==> config.mk <==
export PLATFORM = sky130hd
export DESIGN_NAME = src_sel_arbiter
export DESIGN_NICKNAME = d
export VERILOG_FILES = /design/src/rtl/cute_arb_pkg.sv /design/src/rtl/src_sel_arbiter_rr_pick.sv /design/src/rtl/src_sel_arbiter.sv
export SDC_FILE = /design/constraint.sdc
export NUM_CORES = 1
export LEC_CHECK = 0
export CORE_UTILIZATION = 48
export DETAILED_ROUTE_END_ITERATION = 7
export HOLD_SLACK_MARGIN = 0.06
export PLACE_DENSITY = 0.76
export SLEW_MARGIN = 20
export SYNTH_ARGS = -nofsm -noshare
export SYNTH_HDL_FRONTEND = slang
export SYNTH_SLANG_ARGS = --single-unit
==> constraint.sdc <==
create_clock -name clk -period 2.38 [get_ports clk]
set_clock_uncertainty 0.15 [all_clocks]
set_input_delay 0.476 -clock clk [delete_from_list [all_inputs] [get_ports clk]]
set_output_delay 0.476 -clock clk [all_outputs]
set_load 0.02 [all_outputs]
==> src/rtl/cute_arb_pkg.sv <==
// Shared definitions for the source-select arbiter.
//   NUM_SRC_DEF / SEL_W_DEF : default source count and select width
//   MAX_SRC                 : widest source vector the arbiter supports
//   arb_state_t             : arbiter FSM states
//   sel_to_onehot()         : select code -> one-hot grant (MAX_SRC wide)
package cute_arb_pkg;

    localparam int NUM_SRC_DEF = 10;
    localparam int SEL_W_DEF   = 4;
    localparam int MAX_SRC     = 16;

    typedef enum logic [0:0] {
        IDLE = 1'b0,
        BUSY = 1'b1
    } arb_state_t;

    function automatic logic [MAX_SRC-1:0] sel_to_onehot(input logic [7:0] s);
        logic [MAX_SRC-1:0] oh;
        oh = '0;
        for (int i = 0; i < MAX_SRC; i++)
            oh[i] = (s == 8'(i));
        return oh;
    endfunction

endpackage

==> src/rtl/src_sel_arbiter_rr_pick.sv <==
// rr_pick: combinational round-robin picker.
//   req  : request vector
//   last : most recently served source; scan starts at last+1
//   any  : at least one request is set
//   idx  : first requester found scanning circularly last+1 .. last
module rr_pick
    import cute_arb_pkg::*;
#(
    parameter int NUM_SRC = NUM_SRC_DEF,
    parameter int SEL_W   = SEL_W_DEF
) (
    input  logic [NUM_SRC-1:0] req,
    input  logic [SEL_W-1:0]   last,
    output logic               any,
    output logic [SEL_W-1:0]   idx
);

    logic [2*NUM_SRC-1:0] dbl;
    logic [2*NUM_SRC-1:0] masked;

    // Two copies of req side by side: masking off the low copy up to 'last'
    // turns the circular scan into a plain lowest-set-bit search. The upper
    // copy supplies the wrapped-around part, ending at 'last' itself.
    always_comb begin
        dbl    = {req, req};
        masked = '0;
        for (int i = 0; i < 2*NUM_SRC; i++)
            masked[i] = dbl[i] && (i > int'(last));
        idx = '0;
        for (int i = 2*NUM_SRC-1; i >= 0; i--)
            if (masked[i])
                idx = (i >= NUM_SRC) ? SEL_W'(i - NUM_SRC) : SEL_W'(i);
        any = |req;
    end

endmodule

==> src/rtl/src_sel_arbiter.sv <==
// src_sel_arbiter: round-robin arbiter driving the select of the 10:1 source mux.
//   clk, rst_n : clock, asynchronous active-low reset
//   req        : per-source request (bit k = source k)
//   ready      : consumer accepts the current beat
//   lock       : burst hold, only when SRC_SEL_LOCK_EN is defined
//   valid      : a source is presented on the bus
//   sel        : mux select {c1,c2,c3,c4}
//   gnt        : one-hot grant, zero when not valid
// Optional feature macro: SRC_SEL_LOCK_EN (adds the lock input).
module src_sel_arbiter
    import cute_arb_pkg::*;
#(
    parameter int NUM_SRC = NUM_SRC_DEF,
    parameter int SEL_W   = SEL_W_DEF
) (
    input  logic               clk,
    input  logic               rst_n,
    input  logic [NUM_SRC-1:0] req,
    input  logic               ready,
`ifdef SRC_SEL_LOCK_EN
    input  logic               lock,
`endif
    output logic               valid,
    output logic [SEL_W-1:0]   sel,
    output logic [NUM_SRC-1:0] gnt
);

    arb_state_t         state_q;
    logic [SEL_W-1:0]   last_q;
    logic [SEL_W-1:0]   pick_last;
    logic [SEL_W-1:0]   pick_idx;
    logic               pick_any;
    logic [MAX_SRC-1:0] pick_oh;
    logic               unused_oh;
    logic               accept;
    logic               lock_hold;
    logic               rotate;

    assign accept = valid & ready;

`ifdef SRC_SEL_LOCK_EN
    // A locked accept keeps the grant only while the owner still requests.
    assign lock_hold = accept & lock & req[sel];
`else
    assign lock_hold = 1'b0;
`endif

    assign rotate = accept & ~lock_hold;

    // On a rotating accept the new pick must already start after the source
    // just served, so feed sel straight in rather than waiting for last_q.
    assign pick_last = rotate ? sel : last_q;

    rr_pick #(.NUM_SRC(NUM_SRC), .SEL_W(SEL_W)) u_pick (
        .req  (req),
        .last (pick_last),
        .any  (pick_any),
        .idx  (pick_idx)
    );

    assign pick_oh   = sel_to_onehot(8'(pick_idx));
    assign unused_oh = ^pick_oh;

    always_ff @(posedge clk or negedge rst_n) begin
        if (!rst_n) begin
            state_q <= IDLE;
            valid   <= 1'b0;
            sel     <= '0;
            gnt     <= '0;
            last_q  <= SEL_W'(NUM_SRC - 1);
        end else begin
            case (state_q)
                IDLE: begin
                    if (pick_any) begin
                        sel     <= pick_idx;
                        gnt     <= pick_oh[NUM_SRC-1:0];
                        valid   <= 1'b1;
                        state_q <= BUSY;
                    end
                end
                BUSY: begin
                    // Accept beats withdrawal; withdrawal re-picks without rotating.
                    if (rotate || (!ready && !req[sel])) begin
                        if (rotate)
                            last_q <= sel;
                        if (pick_any) begin
                            sel <= pick_idx;
                            gnt <= pick_oh[NUM_SRC-1:0];
                        end else begin
                            valid   <= 1'b0;
                            gnt     <= '0;
                            state_q <= IDLE;
                        end
                    end
                end
                default: state_q <= IDLE;
            endcase
        end
    end

endmodule

==> impl_metrics.json <==
{
  "grt_pass1_wl_um": 10340,
  "routed_via_density": 6.517,
  "io_buffer_count": 27,
  "grt-ovfl-total": 0,
  "synth_top_cells_by_area": "dfrtp_1 (26%), nand2_1 (4.4%), mux2_2 (3.9%), o41ai_2 (3.8%), nor2_1 (3.3%)",
  "via_count": 2118,
  "rsz0062_at_grt": "yes",
  "drt_iter0_drc": 296,
  "drc": 0,
  "synth.top_cell.area_share": 0.2624,
  "hold_violations": 0,
  "wl_per_cell_um": 22.25,
  "syn_avg_cell_area_um2": 9.279,
  "grt_max_degree": 21,
  "synth_common_cells": "nand2_1 (20), dfrtp_1 (18), nor2_1 (15)",
  "clockBufferDepth": 2,
  "synthCells": 185,
  "p_per_area_nw_per_um2": 1110,
  "ios": 28,
  "dieWidth_um": 61.80,
  "cp_max_fo": 5,
  "setup_violations": 12,
  "finalWorstSetupSlack_ns": -0.2127,
  "grt_busiest_layer": "met2",
  "synth_top_area_cell": "dfrtp_1",
  "syn2layout_area_growth_pct": 65.53,
  "pre_cts_ws_ns": -0.6927,
  "htree_levels": 1,
  "core-area_um2": 3390,
  "worstSetupPathType": "flop to flop",
  "clock_sinks": 20,
  "irDropWorstVdd_v": 0.0009303,
  "yosysWarnings": 0,
  "period_needed_ns": 2.593,
  "ys_ff_latch": 20,
  "hp-class": "input port to asynchronous set/reset pin",
  "ant_nets": 0,
  "tightestPinTransition_ns": 0.4003,
  "combinationalPowerShare": 0.741,
  "start_kind": "flop",
  "grt_pass1_vias": 2024,
  "num_antenna_cells": 0,
  "routabilityCongestion": 0.9976,
  "fp.dieArea_um2": 3819,
  "leakage_uw": 0.001191,
  "arrival_ns": 2.64,
  "rows": 21,
  "clock_latency_ns": 0.30,
  "rr_startpoint": "last_q[3]$_DFFE_PN1P_",
  "violations": "setup timing",
  "antenna_found_initial": 0,
  "cts_buffers": 3,
  "yosysUniqueCellTypes": 64,
  "ys_seq_area_frac": 0.2930,
  "grt_use_total": 0.3832,
  "cts.clk_slew.worst_paths_ns": 0.11,
  "yosysMostFrequentCell": "nand2_1",
  "nNetsFinal": 293,
  "status": "complete, but fails checks",
  "grtUsageMet1": 0.4741,
  "start_util": 0.5065,
  "cp-end-kind": "flop",
  "clock.fmax_ghz": 0.3857,
  "wirelength_um": 7230,
  "use_met2": 0.6329,
  "post-route-period-util": 1.089,
  "relSlewSlack": 0.7331,
  "drive_above_1_share": 0.5233,
  "firstDrtPassIters": 4,
  "synth-edff-count": 0,
  "synthArstFlopShare": 1.000,
  "maxCapViolations": 0,
  "syn_nets": 198,
  "switchingPower_uw": 1466,
  "p_seq_frac": 0.208,
  "power_frac_clock": 0.052,
  "layout.cells.non_filler": 325,
  "hold_buffers": 0,
  "critPathRequiredTime_ns": 2.43,
  "internal-power_uw": 1688,
  "slew_violations": 0,
  "fin_tns_setup_ns": -1.187,
  "post-place-cells": 298,
  "cts_tree": "built",
  "crit_start": "last_q[3]$_DFFE_PN1P_",
  "cts_root_buffer": "clkbuf_4",
  "dieHeight_um": 61.80,
  "use_met3": 0.05176,
  "synth-main-ff-cell": "dfrtp_1",
  "hpwl_um": 4438,
  "synth.cell_area_um2": 1717,
  "p_sw_frac": 0.4649
}
==> flip-flops by register name (all words and copies together), names as in the netlist <==
register and count:
gnt 10, valid 1, state_q 1, last_q 4
sel 4
==> routing by layer <==
layer | up-vias | share of wire
li1 | 915 | -
met1 | 1014 | 0.36
met2 | 152 | 0.49
met3 | 37 | 0.090
met4 | 0 | 0.061
met5 | - | 0
==> critical path: stages (launching register included) <==
cell and delay [ns]:
dfstp_2 0.59, a21bo_4 0.28, and2_4 0.17, and3_1 0.18, a311oi_2 0.36, a21o_1 0.23
nand3_1 0.15, o41ai_2 0.38
==> area by class of cell <==
| class | count | area, um^2 |
|---|---|---|
| Clock buffer | 4 | 26.28 |
| Fill cell | 169 | 548.0 |
| Inverter | 4 | 15.01 |
| Multi-Input combinational cell | 152 | 1395 |
| Sequential cell | 20 | 508.0 |
| Tap cell | 46 | 57.56 |
| Timing Repair Buffer | 99 | 839.6 |
==> power groups by stage <==
stage	logic, uW	clock network, uW	registers (uW)
after floorplan	977	0	662
after global placement	1740	0	625
after detailed placement	1770	0	629
after CTS	2060	171	625
after global routing	2440	179	669
final	2340	163	655
==> final timing paths <==
check / to / slack (ns) / cells past startpoint
setup / recovery: gnt[0]$_DFFE_PN0P_ / -0.21 / 7
min in group clk: gnt[3]$_DFFE_PN0P_ / 0.36 / 2
max in group asynchronous: last_q[3]$_DFFE_PN1P_ / 1.44 / 2
hold reg to reg: gnt[3]$_DFFE_PN0P_ / 0.36 / 2
setup reg to reg: gnt[0]$_DFFE_PN0P_ / -0.21 / 7
hold / removal: gnt[8]$_DFFE_PN0P_ / 0.36 / 2
==> layout by cell type (no fill, tap or decap), drive strengths merged, types with 3 or more instances in the layout <==
cell type      instances
and2                   4
o41ai                  4
a21boi                 3
a21oi                  9
inv                    4
nand4                  6
mux2                   7
a211oi                 4
a32oi                  3
o31ai                  3
dfrtp                 18
clkbuf                 4
mux2i                  3
o211ai                 7
nor2                  16
nand2                 21
and3                   5
a22o                   4
buf                   73
a21o                   3
a32o                   3
clkdlybuf4s50         25
nand3                  5
o21ai                 12
==> kinds of logic (layout without fill, tap and decap cells) <==
logic type             after synthesis  count (layout)  synth area share
AND/OR/NAND/NOR                     69              69            0.2121
flip-flops                          20              20            0.2930
buffers and inverters               13             107           0.05247
AO/OA/AOI/OAI                       71              71            0.3506
multiplexers                        12              12           0.09183
==> per-stage QoR <==
step | area [um^2] | utilization | hold slack [ns] | power (uW)
after floorplan | 1722 | - | 0.03041 | 1638
after detailed placement | 2342 | 0.6910 | 0.3247 | 2395
final | 2841 | 0.8383 | 0.3619 | 3154
after global placement | 2342 | 0.6910 | 0.3109 | 2362
after global routing | 2841 | 0.8383 | 0.3828 | 3289
after CTS | 2688 | 0.7929 | 0.3519 | 2856
==> repair_timing <==
item	in CTS	in global routing
gates resized for setup	45	24
buffers inserted	19	4
setup endpoints to repair	14	14
pin swaps	24	12
hold endpoints to repair	0	0
No activity file was read; power rests on OpenSTA's default activity.
